--- src/rtl/bcd_time_pkg.sv ---
// Shared types and helpers for the BCD mm:ss time counter.
package bcd_time_pkg;

   typedef logic [3:0] bcd_digit_t;

   localparam int SEC_MAX = 59;

   // A load word is usable only if every nibble is a decimal digit, the
   // tens-of-seconds digit is 0..5, and the minutes value fits in min_max.
   function automatic logic load_val_ok(input logic [15:0] val, input int min_max);
      int min_val;
      min_val = int'(val[15:12]) * 10 + int'(val[11:8]);
      return (val[15:12] <= 4'd9) && (val[11:8] <= 4'd9) &&
             (val[7:4] <= 4'd5) && (val[3:0] <= 4'd9) &&
             (min_val <= min_max);
   endfunction

endpackage

--- src/rtl/bcd_digit_pair.sv ---
// Two-digit BCD up/down counter running modulo MAX+1.
// carry/borrow flag that the next step in the current direction wraps; they
// are not qualified by en so the parent can also use them to detect end stops.
module bcd_digit_pair
   import bcd_time_pkg::*;
#(
   parameter int MAX = 59
) (
   input  logic       clk_used,
   input  logic       rst_n,
   input  logic       en,
   input  logic       dir,
   input  logic       load,
   input  logic [7:0] load_val,
   output bcd_digit_t top,
   output bcd_digit_t bot,
   output logic       carry,
   output logic       borrow
);

   localparam bcd_digit_t MAX_TOP = 4'(MAX / 10);
   localparam bcd_digit_t MAX_BOT = 4'(MAX % 10);

   bcd_digit_t top_q, top_d;
   bcd_digit_t bot_q, bot_d;
   logic       at_max;
   logic       at_zero;

   assign at_max  = (top_q == MAX_TOP) && (bot_q == MAX_BOT);
   assign at_zero = (top_q == 4'd0) && (bot_q == 4'd0);
   assign carry   = dir & at_max;
   assign borrow  = ~dir & at_zero;
   assign top     = top_q;
   assign bot     = bot_q;

   // next digit value: load wins, otherwise a single step in dir when enabled
   always_comb begin
      top_d = top_q;
      bot_d = bot_q;
      if (load) begin
         top_d = load_val[7:4];
         bot_d = load_val[3:0];
      end else if (en) begin
         if (dir) begin
            if (at_max) begin
               top_d = 4'd0;
               bot_d = 4'd0;
            end else if (bot_q == 4'd9) begin
               top_d = top_q + 4'd1;
               bot_d = 4'd0;
            end else begin
               bot_d = bot_q + 4'd1;
            end
         end else begin
            if (at_zero) begin
               top_d = MAX_TOP;
               bot_d = MAX_BOT;
            end else if (bot_q == 4'd0) begin
               top_d = top_q - 4'd1;
               bot_d = 4'd9;
            end else begin
               bot_d = bot_q - 4'd1;
            end
         end
      end
   end

   // digit registers
   always_ff @(posedge clk_used or negedge rst_n) begin
      if (!rst_n) begin
         top_q <= 4'd0;
         bot_q <= 4'd0;
      end else begin
         top_q <= top_d;
         bot_q <= bot_d;
      end
   end

endmodule

--- src/rtl/bcd_time_counter.sv ---
// mm:ss BCD time counter with load, adjust and run modes.
// Priority each cycle: load > adjust > run; losing events are dropped.
module bcd_time_counter
   import bcd_time_pkg::*;
#(
   parameter int MIN_MAX   = 99,
   parameter int WRAP_MODE = 1
) (
   input  logic        clk_used,
   input  logic        rst_n,
   input  logic        tick,
   input  logic        adj_tick,
   input  logic        is_running,
   input  logic        is_fwd_or_bkwd,
   input  logic        adj,
   input  logic        sel,
   input  logic        load,
   input  logic [15:0] load_val,
   output logic [3:0]  minutes_top_digit,
   output logic [3:0]  minutes_bot_digit,
   output logic [3:0]  seconds_top_digit,
   output logic [3:0]  seconds_bot_digit,
   output logic        at_zero,
   output logic        at_max,
   output logic        expired,
   output logic        rollover,
   output logic        load_err
);

   localparam bcd_digit_t MIN_TOP = 4'(MIN_MAX / 10);
   localparam bcd_digit_t MIN_BOT = 4'(MIN_MAX % 10);
   localparam bcd_digit_t SEC_TOP = 4'(SEC_MAX / 10);
   localparam bcd_digit_t SEC_BOT = 4'(SEC_MAX % 10);

   bcd_digit_t min_top, min_bot, sec_top, sec_bot;
   logic       sec_carry, sec_borrow, min_carry, min_borrow;
   logic       load_ok, load_acc, adj_fire, run_fire, run_blocked, run_step;
   logic       sec_en, min_en;
   logic       expired_q, expired_d;
   logic       rollover_q, rollover_d;
   logic       load_err_q, load_err_d;

   assign load_ok  = load_val_ok(load_val, MIN_MAX);
   assign load_acc = load & load_ok;
   assign adj_fire = ~load & adj & adj_tick;
   assign run_fire = ~load & ~adj & is_running & tick;

   // Up-count stops at the top only when not wrapping; down-count always
   // stops at 00:00.
   assign run_blocked = (sec_carry & min_carry & (WRAP_MODE == 0)) |
                        (sec_borrow & min_borrow);
   assign run_step    = run_fire & ~run_blocked;

   // Adjust steps one field in isolation; run mode ripples seconds into minutes.
   assign sec_en = run_step | (adj_fire & sel);
   assign min_en = (run_step & (sec_carry | sec_borrow)) | (adj_fire & ~sel);

   bcd_digit_pair #(.MAX(SEC_MAX)) u_sec (
      .clk_used (clk_used),
      .rst_n    (rst_n),
      .en       (sec_en),
      .dir      (is_fwd_or_bkwd),
      .load     (load_acc),
      .load_val (load_val[7:0]),
      .top      (sec_top),
      .bot      (sec_bot),
      .carry    (sec_carry),
      .borrow   (sec_borrow)
   );

   bcd_digit_pair #(.MAX(MIN_MAX)) u_min (
      .clk_used (clk_used),
      .rst_n    (rst_n),
      .en       (min_en),
      .dir      (is_fwd_or_bkwd),
      .load     (load_acc),
      .load_val (load_val[15:8]),
      .top      (min_top),
      .bot      (min_bot),
      .carry    (min_carry),
      .borrow   (min_borrow)
   );

   assign minutes_top_digit = min_top;
   assign minutes_bot_digit = min_bot;
   assign seconds_top_digit = sec_top;
   assign seconds_bot_digit = sec_bot;

   assign at_zero = (min_top == 4'd0) && (min_bot == 4'd0) &&
                    (sec_top == 4'd0) && (sec_bot == 4'd0);
   assign at_max  = (min_top == MIN_TOP) && (min_bot == MIN_BOT) &&
                    (sec_top == SEC_TOP) && (sec_bot == SEC_BOT);

   assign expired  = expired_q;
   assign rollover = rollover_q;
   assign load_err = load_err_q;

   // event pulses; expired fires when a run-mode down step leaves 00:01
   always_comb begin
      expired_d  = run_step & ~is_fwd_or_bkwd &
                   (min_top == 4'd0) && (min_bot == 4'd0) &&
                   (sec_top == 4'd0) && (sec_bot == 4'd1);
      rollover_d = run_step & sec_carry & min_carry;
      load_err_d = load & ~load_ok;
   end

   // pulse registers, each high for exactly one cycle
   always_ff @(posedge clk_used or negedge rst_n) begin
      if (!rst_n) begin
         expired_q  <= 1'b0;
         rollover_q <= 1'b0;
         load_err_q <= 1'b0;
      end else begin
         expired_q  <= expired_d;
         rollover_q <= rollover_d;
         load_err_q <= load_err_d;
      end
   end

endmodule

--- config.mk ---
export PLATFORM = sky130hd
export DESIGN_NAME = bcd_time_counter
export DESIGN_NICKNAME = d
export VERILOG_FILES = /design/src/rtl/bcd_time_pkg.sv /design/src/rtl/bcd_digit_pair.sv /design/src/rtl/bcd_time_counter.sv
export SDC_FILE = /design/constraint.sdc
export NUM_CORES = 1
export LEC_CHECK = 0
export BUFFER_PORTS_ARGS = -buffer_cell sky130_fd_sc_hd__clkbuf_2
export CORE_ASPECT_RATIO = 1.75
export CORE_MARGIN = 2
export CORE_UTILIZATION = 36
export DETAILED_ROUTE_END_ITERATION = 8
export MAX_ROUTING_LAYER = met4
export PLACE_DENSITY = 0.63
export SLEW_MARGIN = 20
export SYNTH_ARGS = -nofsm -noshare
export SYNTH_HDL_FRONTEND = slang
export SYNTH_SLANG_ARGS = --single-unit
--- constraint.sdc ---
create_clock -name clk_used -period 4.3 [get_ports clk_used]
set_input_delay 0.215 -clock clk_used [delete_from_list [all_inputs] [get_ports clk_used]]
set_output_delay 0.215 -clock clk_used [all_outputs]
set_load 0.01 [all_outputs]
**Word-level counts from Yosys, hierarchy flattened**

Index checks and enable logic that the tools add are counted.

- $mul: 1
- Reductions and logical operators: 25
- Mux-type cells: 28
- Add/sub/neg operators: 9
- Bitwise operators: 29
- Equal/unequal tests: 7
- Magnitude comparators: 5

Operators with widths:

| kind | number |
|---|---|
| $mux 4 | 28 |
| $and 1x1->1 | 20 |
| $add 4x1->4 const B | 4 |
| $logic_not 4->1 | 4 |
| $sub 4x1->4 const B | 4 |
| $logic_and 1x1->1 | 15 |
| $eq 4x4->1 const B | 3 |
| $le 4x4->1 const B | 3 |
| $add 8x4->9 | 1 |
| $le 9x7->1 const B | 1 |
| $ne 4x2->1 const B | 2 |
| $reduce_bool 4->1 | 2 |
| $mul 4x3->7 const B | 1 |
| $not 1->1 | 6 |
| $reduce_and 3->1 | 2 |
| $eq 4x1->1 const B | 1 |
| $eq 4x3->1 const B | 1 |
| $le 4x3->1 const B | 1 |
| $reduce_bool 2->1 | 2 |
| $or 1x1->1 | 3 |

- Logic and storage cells: 111
- Output and inout port bits: 21
- Input bits: 25
- Flip-flop bits (word level): 19

**Logic depth before layout (Yosys ltp)**

Gate-level depths: netlist (run 1).

- Depth in word-level cells: 11
- Gate-level depth with buffers: 9
- Mapped depth without buffers: 8

**By module**

From an unflattened synthesis (run 1), not the netlist that was laid out.

- Cells, all modules: 268
- Area total of the unflattened synthesis: 2218.4 µm²

By module, submodules not included:

| module | area an instance (µm²) | cells an instance | times used | sequential area each (µm²) |
|---|---|---|---|---|
| bcd_digit_pair (u_sec) | 855.8 | 97 | 1 | 200.2 |
| bcd_digit_pair (u_min) | 785.8 | 96 | 1 | 200.2 |
| bcd_time_counter | 576.8 | 75 | 1 | 75.1 |

**Least setup slack after synthesis (run 1)**

No wires, ideal clock.

- Path kind: input-to-reg
- Start point: input port load_val[13]
- End point: register u_min.top_q[0], in the netlist u_min.top[0]
- Required time: 4.175 ns
- Data arrival time: 2.934 ns
- Setup slack: 1.242 ns
- Buffers on the path: 1
- Cell stages on the path: 9
- Library setup time: 0.125 ns
- Cell sequence: ha_1 ha_1 fa_1 nand2_1 a211oi_1 mux4_2 o211ai_2 buf_2 mux2_2

- Word-level cells in the longest chain between the ends: 8
- Elaborated cells between the ends (all ways): 14
- Classes of those cells: 1 x add/sub; 1 x mul; 2 x order compare; 1 x eq/ne; 1 x mux; 1 x bitwise; 7 x reduce/logical

Ends and longest elaborated chain:

| item | RTL line | RTL |
|---|---|---|
| from (decl) | bcd_time_counter.sv:18 | `input logic [15:0] load_val,` |
| parallel branches: the longest is 4 deep, another holds $add 8x4->9 | -- |  |
| $logic_and 1x1->1 * | bcd_time_pkg.sv:14 | `(val[7:4] <= 4'd5) && (val[3:0] <= 4'd9) &&` |
| $and 1x1->1 * | bcd_time_counter.sv:44 | `assign load_acc = load & load_ok;` |
| $ne 4x2->1 (no source line) (tied with other cells) | -- |  |
| $reduce_and 3->1 (no source line) | -- |  |
| to (signal assigned) | bcd_digit_pair.sv:74 | `top_q <= top_d;` |
| to (decl) | bcd_digit_pair.sv:24 | `bcd_digit_t top_q, top_d;` |

Mark *: on every way between the ends.
A chain may end at the register's enable or synchronous reset.

**Final worst setup path (run 1)**

- Start point: input port load_val[15]
- End point: register u_sec.bot_q[1], in the netlist u_sec.bot[1]

- Word-level cells in the longest chain between the ends: 7
- Elaborated cells between the ends (all ways): 11
- Classes of those cells: 1 x add/sub; 1 x mul; 2 x order compare; 1 x mux; 1 x bitwise; 5 x reduce/logical

Ends and longest elaborated chain:

| item | RTL line | RTL |
|---|---|---|
| parallel branches: the longest is 4 deep, another holds $add 8x4->9 | -- |  |
| $logic_and 1x1->1 * | bcd_time_pkg.sv:14 |  |
| $and 1x1->1 * | bcd_time_counter.sv:44 |  |
| $mux 4 or $reduce_bool 2->1 (tied branches) | -- |  |
| to (signal assigned) | bcd_digit_pair.sv:75 | `bot_q <= bot_d;` |
| to (decl) | bcd_digit_pair.sv:25 | `bcd_digit_t bot_q, bot_d;` |

Marked as above.

==> reports/results.ini, run 1 <==
[routing]
drc = 0
ant_nets = 0
initialDrtViolationCount = 116
wl_per_cell_um = 16.33
vias_per_cell = 5.767
dr.pass1.iters = 4
num_vias = 2180
totalWireLength_um = 6174

[sta]
finalClockSkew_ps = 1.690
period_minus_slack_ps = 3219
finalHoldViolCount = 0
tns_ps = 0
tightestPinTransition_ps = 645.4
slew-limit-headroom_pct = 56.61
slew_violations = 0
post-route-period-util_pct = 74.85
setup_viol = 0
rsz0062_at_grt = no
fmax_mhz = 310.7

[cts]
cts_resized = 0
tritoncts = yes
cts_buffers = 3
htreeDepth = 1
clk_pin_slew_ps = 80
post_cts_buffers = 0
clk_latency_ps = 260
cts.path.max_buffers = 2
cts_sinks = 19
root_buffer = clkbuf_8

[run]
max_cap_violations = 0

[yosys]
synth_top_area_cell = dfrtp_1
ys_top_cells_by_count = dfrtp_1 (19), ha_1 (19), inv_1 (19)
synth-main-ff-cell = dfrtp_1
ys_warn_count = 0
synth_edf_count = 0
synth_top_area_share_pct = 21.32
avgSynthCellArea_um2 = 8.676
yosysSeqAreaShare_pct = 21.32
syn_area_mm2 = 0.002230
ys_ff_latch = 19
synth_area_leaders = dfrtp_1 (21%), ha_1 (11%), mux2_2 (7.1%)
syn_nets = 303
synth_cells = 257
synth_cell_types = 64
ys_async_sr_fraction_pct = 100.0

[grt]
grt_util_all_layers_pct = 18.28
grt_max_degree = 33
grt_pass1_wl_um = 9722
grt_pass1_vias = 2028
use_met3_pct = 1.457
met1_usage_pct = 19.94
antenna_found_initial = 0
gr-total-overflow = 0
use_met2_pct = 35.11
busiest_layer = met2

[power_and_ir_drop]
power_leakage_nw = 1.174
power.density_mw_per_mm2 = 515.1
worst_ir_drop_vdd_v = 0.0002166
power_mw = 1.328

[placement]
globalplace.congestion = 0.8811
place_hpwl_um = 5002
port_buffers = 45

[outcome]
status = finished, final reports clean

[finish]
drive_gt1_share_pct = 26.51
layout.nets = 345
syn2layout_area_growth_pct = 15.66
antennaDiodeCount = 0

[floorplanning]
die_h_um = 108.1
rows = 38
die_w_um = 63.49
start_util_pct = 36.64
pin_count = 46
dieArea_mm2 = 0.006864
core_area_mm2 = 0.006086

[critical_path]
critPathLaunchType = input pin
endpoint_kind = register
worstPathArrival_ps = 3360
reg2reg_setup_slack_ps = 1330
path_max_fanout = 8
worst-setup-path-type = input pin to register
required_ps = 4450

[min_path]
hold_path_class = input pin to register

==> power by group <==
group	switching (mW)	internal (mW)	total, mW	leakage (nW)
Clock	0.0634	0.0645	0.128	0.0255
Combinational	0.414	0.382	0.796	0.920
Sequential	0.156	0.249	0.405	0.229
Total	0.633	0.695	1.33	1.17
==> area by class of cell <==
type | count | area, um^2
Fill cell | 654 | 3507
Multi-Input combinational cell | 208 | 1635
Sequential cell | 19 | 475.5
Timing Repair Buffer | 48 | 250.2
Tap cell | 80 | 100.1
Inverter | 19 | 71.32
Clock buffer | 3 | 41.29
Clock inverter | 1 | 5.005
==> cells by family (layout without fill, tap and decap cells) <==
group | after synthesis | in the layout | synth area share (%)
fa+ha+maj | 21 | 21 | 12.46
mux | 23 | 23 | 12.12
flops | 19 | 19 | 21.32
buf+inv | 30 | 71 | 5.331
compound gates | 78 | 78 | 26.04
xor+xnor | 8 | 8 | 3.143
simple gates | 78 | 78 | 19.58
==> routing by layer <==
| layer | part of all wire (%) | up-vias |
|---|---|---|
| met4 | 1.9 | 0 |
| li1 | - | 1048 |
| met3 | 2.6 | 12 |
| met5 | 0 | - |
| met1 | 40 | 1051 |
| met2 | 55 | 69 |
==> worst paths after layout <==
path / start / depth (start not counted) / endpoint
setup reg to reg: u_min.bot[0] / 7 / u_sec.top[2]
max in group asynchronous: rst_n / 2 / u_min.bot[1]
hold reg to reg: u_min.top[1] / 2 / u_min.top[1]
setup / recovery: load_val[15] / 10 / u_sec.bot[1]
min in group asynchronous: rst_n / 2 / rollover
hold / removal: load_val[4] / 2 / u_sec.top[0]
==> repair_timing <==
action,CTS,global route
hold buffers,1,0
endpoints found under the hold margin,19,0
endpoints found under the setup margin,0,0
==> state kept, by name (all words and copies together), names as in the netlist <==
signal	flops
expired	1
load_err	1
rollover	1
u_min.bot	4
u_min.top	4
u_sec.bot	4
u_sec.top	4
==> metrics by stage <==
step,utilization (%),instances,setup slack [ps],hold WS [ps],instance area (um^2)
after floorplan,-,257,1242,-80.59,2230
after global placement,41.45,373,870.7,201.1,2522
after detailed placement,41.45,373,808.5,212.3,2522
after CTS,42.37,378,1078,189.0,2579
after global routing,42.37,378,979.8,191.3,2579
final,42.37,378,1081,188.4,2579
==> critical path, stage by stage <==
cell      delay, ps
clkbuf_2        150
ha_1            300
ha_1            230
fa_1            540
nand2_1          80
a211oi_1        290
mux4_2          620
o211ai_2        340
buf_4           250
mux2_2          350
==> cell usage in the layout, fill, tap and decap left out, types with 3 or more instances in the layout <==
cell type,count
nor3b_1,3
mux2i_1,6
xor2_1,3
ha_1,19
nand3b_1,4
o31ai_1,3
nand2_1,17
nand3_1,12
a211oi_1,6
and2_1,3
o2111ai_1,4
inv_1,19
a31oi_1,4
a22oi_1,3
mux2_2,14
o211ai_1,3
o22ai_1,3
nand2b_1,4
o21bai_1,3
nor2_1,15
nor3_1,5
a21oi_1,12
xnor2_1,5
dfrtp_1,19
a21o_1,3
clkbuf_2,45
o21ai_0,10
clkbuf_8,3
Power figures use the tool's default switching activity.
==> inputs of run 2 (changes only) <==
--- a/config.mk
+++ b/config.mk
@@ -5,13 +5,14 @@
 export SDC_FILE = /design/constraint.sdc
 export NUM_CORES = 1
 export LEC_CHECK = 0
+export ABC_AREA = 1
 export BUFFER_PORTS_ARGS = -buffer_cell sky130_fd_sc_hd__clkbuf_2
 export CORE_ASPECT_RATIO = 1.75
 export CORE_MARGIN = 2
 export CORE_UTILIZATION = 36
 export DETAILED_ROUTE_END_ITERATION = 8
 export MAX_ROUTING_LAYER = met4
-export PLACE_DENSITY = 0.63
+export PLACE_DENSITY = 0.66
 export SLEW_MARGIN = 20
 export SYNTH_ARGS = -nofsm -noshare
 export SYNTH_HDL_FRONTEND = slang
==> constraint.sdc (replaced) <==
create_clock -name clk_used -period 2.8 [get_ports clk_used]
set_input_delay 0.14 -clock clk_used [delete_from_list [all_inputs] [get_ports clk_used]]
set_output_delay 0.14 -clock clk_used [all_outputs]
set_load 0.01 [all_outputs]
==> run 2 against run 1 <==
Clock power up 59%. Wire length shrank 3.9%. Die area is 3.8% lower. Final cell count up 19%. Power rose by 48%. Critical path depth rose by 3. First-iteration DRC count fell by 39%. Count of clock-buffer cells in the layout increased by 1. Sequential cell count stayed put. Sequential power is 42% higher. Critical path type unchanged. Critical endpoint is now u_sec.top[1]. Highest routed layer unchanged.
==> reports/results.ini, run 2 <==
[sta]
slew_violations = 0
post-route-period-util_pct = 87.54
rsz0062_at_grt = no
tightestPinTransition_ps = 525.1
finalHoldViolCount = 0
tns_ps = 0
period_minus_slack_ps = 2451
slew-limit-headroom_pct = 64.99
finalClockSkew_ps = 2.278
fmax_mhz = 408.0
setup_viol = 0

[grt]
grt_max_degree = 21
antenna_found_initial = 0
grt_util_all_layers_pct = 19.32
gr-total-overflow = 0
grt_pass1_vias = 2203
grt_pass1_wl_um = 10110

[critical_path]
r2r-start = u_sec.top[0]
reg2reg_depth = 15
endpoint_kind = register
path_max_fanout = 15
critPathMostFrequentCell = nand2_1
cpLargestDelayFamily = adder cells
crit_chain = clkbuf_2 -> ha_1 -> ha_1 -> fa_1 -> nand2_1 -> a21oi_1 -> nand2_1 -> a21oi_4 -> nand3_4 -> nand2_2 -> nand3_2 -> nand2_1 -> nand2_1
worstPathArrival_ps = 2610
reg2reg_setup_slack_ps = 550
required_ps = 2960
worstPathBufferInverterCount = 1
worst-setup-path-type = input pin to register
critPathSlowestCell = fa_1
critPathLaunchType = input pin
max_stage_delay_ps = 500
cp-startpoint = load_val[15]
r2r_end = u_min.top[3]

[yosys]
synth_cells = 324
syn_nets = 370
syn_area_mm2 = 0.002140
ys_warn_count = 0
ys_ff_latch = 19
synth_top_area_cell = dfrtp_1
synth_cell_types = 34
synth_area_leaders = dfrtp_1 (22%), nand2_1 (17%), ha_1 (11%)
yosysSeqAreaShare_pct = 22.22
synth_top_area_share_pct = 22.22
synth.most_common_cell = nand2_1
ys_top_cells_by_count = nand2_1 (99), inv_1 (36), nand3_1 (32)
avgSynthCellArea_um2 = 6.604
ys_async_sr_fraction_pct = 100.0
synth_edf_count = 0
synth-main-ff-cell = dfrtp_1

[min_path]
hold-path-endpoint = u_sec.bot[2]
hold_start = load_val[2]
hold_path_class = input pin to register
hold_path_depth = 3

[finish]
final_cell_mix = nand2_1 (99), clkbuf_2 (45), inv_1 (36)
stdcell_area_mm2 = 0.002514
fill_cells = 675
syn2layout_area_growth_pct = 17.49
antennaDiodeCount = 0
layout.nets = 419
final_common_cell = nand2_1
drive_gt1_share_pct = 18.55
stdcell_count = 450

[floorplanning]
core_area_mm2 = 0.005833
dieArea_mm2 = 0.006600
pin_count = 46
start_util_pct = 36.68
die_w_um = 62.28
die_h_um = 106.0
rows = 37

[routing]
vias_per_cell = 5.147
initialDrtViolationCount = 71
ant_nets = 0
totalWireLength_um = 5936
drc = 0
num_vias = 2316
wl_per_cell_um = 13.19
dr.pass1.iters = 4

[cts]
cts.path.max_buffers = 2
clk_latency_ps = 260
cts_resized = 0
clk_pin_slew_ps = 80
htreeDepth = 1
cts_sinks = 19
root_buffer = clkbuf_8
cts_buffers = 3
tritoncts = yes

[placement]
placed_cell_area_mm2 = 0.002459
place_hpwl_um = 4834
placedCellCount = 445
globalplace.congestion = 0.8953
port_buffers = 45

[outcome]
status = finished, final reports clean

[power_and_ir_drop]
power.density_mw_per_mm2 = 783.5
worst_ir_drop_vdd_v = 0.0002332
power_mw = 1.970
power_leakage_nw = 1.333

[run]
max_cap_violations = 0

[run 2: cell count changes in the layout (fill, tap and decap cells not counted), sizes merged, moves of 4 or more]
cell and change:
inv +19, mux2i -6, nor2 +4, o2111ai -4, nand4 +15, nand3 +24, nand3b -4, xor2 +5
nand2b -4, mux2 -16, nand2 +85, o21ai +15, a211oi -6, buf +5
[run 2: power breakdown]
group | total [mW] | switching [mW] | internal (mW)
clock | 0.203 | 0.102 | 0.102
sequential | 0.577 | 0.197 | 0.381
combinational | 1.19 | 0.693 | 0.495
total | 1.97 | 0.992 | 0.978
[run 2: area by class of cell]
| class | count | area, um^2 | area share, % |
|---|---|---|---|
| Tap cell | 78 | 97.59 | 3.883 |
| Timing Repair Buffer | 53 | 287.8 | 11.45 |
| Sequential cell | 19 | 475.5 | 18.91 |
| Multi-Input combinational cell | 258 | 1465 | 58.29 |
| Clock buffer | 4 | 45.04 | 1.792 |
| Inverter | 38 | 142.6 | 5.674 |
[run 2: cells by family (layout without fill, tap and decap cells)]
kind of cell / Yosys count / in the layout / synth area share, %
buffers and inverters: 47 / 95 / 9.298
adders and majority gates: 21 / 21 / 12.98
AOI/OAI and AO/OA: 47 / 47 / 12.93
and+or+nand+nor: 180 / 180 / 38.48
DFF: 19 / 19 / 22.22
xor gates and xnor gates: 10 / 10 / 4.094
[run 2: worst max path at each step]
stage,endpoint,slack [ps],cells after the start
finish,u_sec.top[1],350,13
CTS,u_min.top[2],340,16
global route,u_sec.top[2],90,13
detailed placement,u_sec.top[1],70,16
global placement,u_sec.bot[3],150,18
floorplan,u_sec.top[2],430,13
[run 2: timing repair]
item                                    in CTS  in global routing
endpoints found under the hold margin       19                  0
endpoints found under the setup margin       0                  0
buffers inserted                             0                  0
hold buffers                                 1                  0
[run 2: layer usage]
layer	track usage (%)	wire, um	vias to the layer above
met5	-	0	-
met4	7.937	199	0
met3	0.8466	161	17
met2	37.27	3301	67
met1	20.33	2273	1058
li1	-	-	1174
[run 2: worst register-to-register path: stages, from the launching register on]
cell and delay, ps:
dfrtp_1 450, inv_1 130, ha_1 170, inv_1 50
nor2_1 110, nand2_1 110, nor2_1 250, nand2_1 130
nand2_1 90, nand3_1 70, o21ai_0 100, inv_1 70
nand2_2 70, buf_4 190, nand4_1 130, nand2_1 80
[run 2: per-stage QoR]
step	setup slack [ps]	hold WS [ps]	utilization, %
after floorplan	425.2	-155.6	-
after global placement	149.0	138.3	42.15
after detailed placement	69.40	139.2	42.15
after CTS	338.0	115.7	43.09
after global routing	91.92	143.8	43.09
final	348.9	117.7	43.09
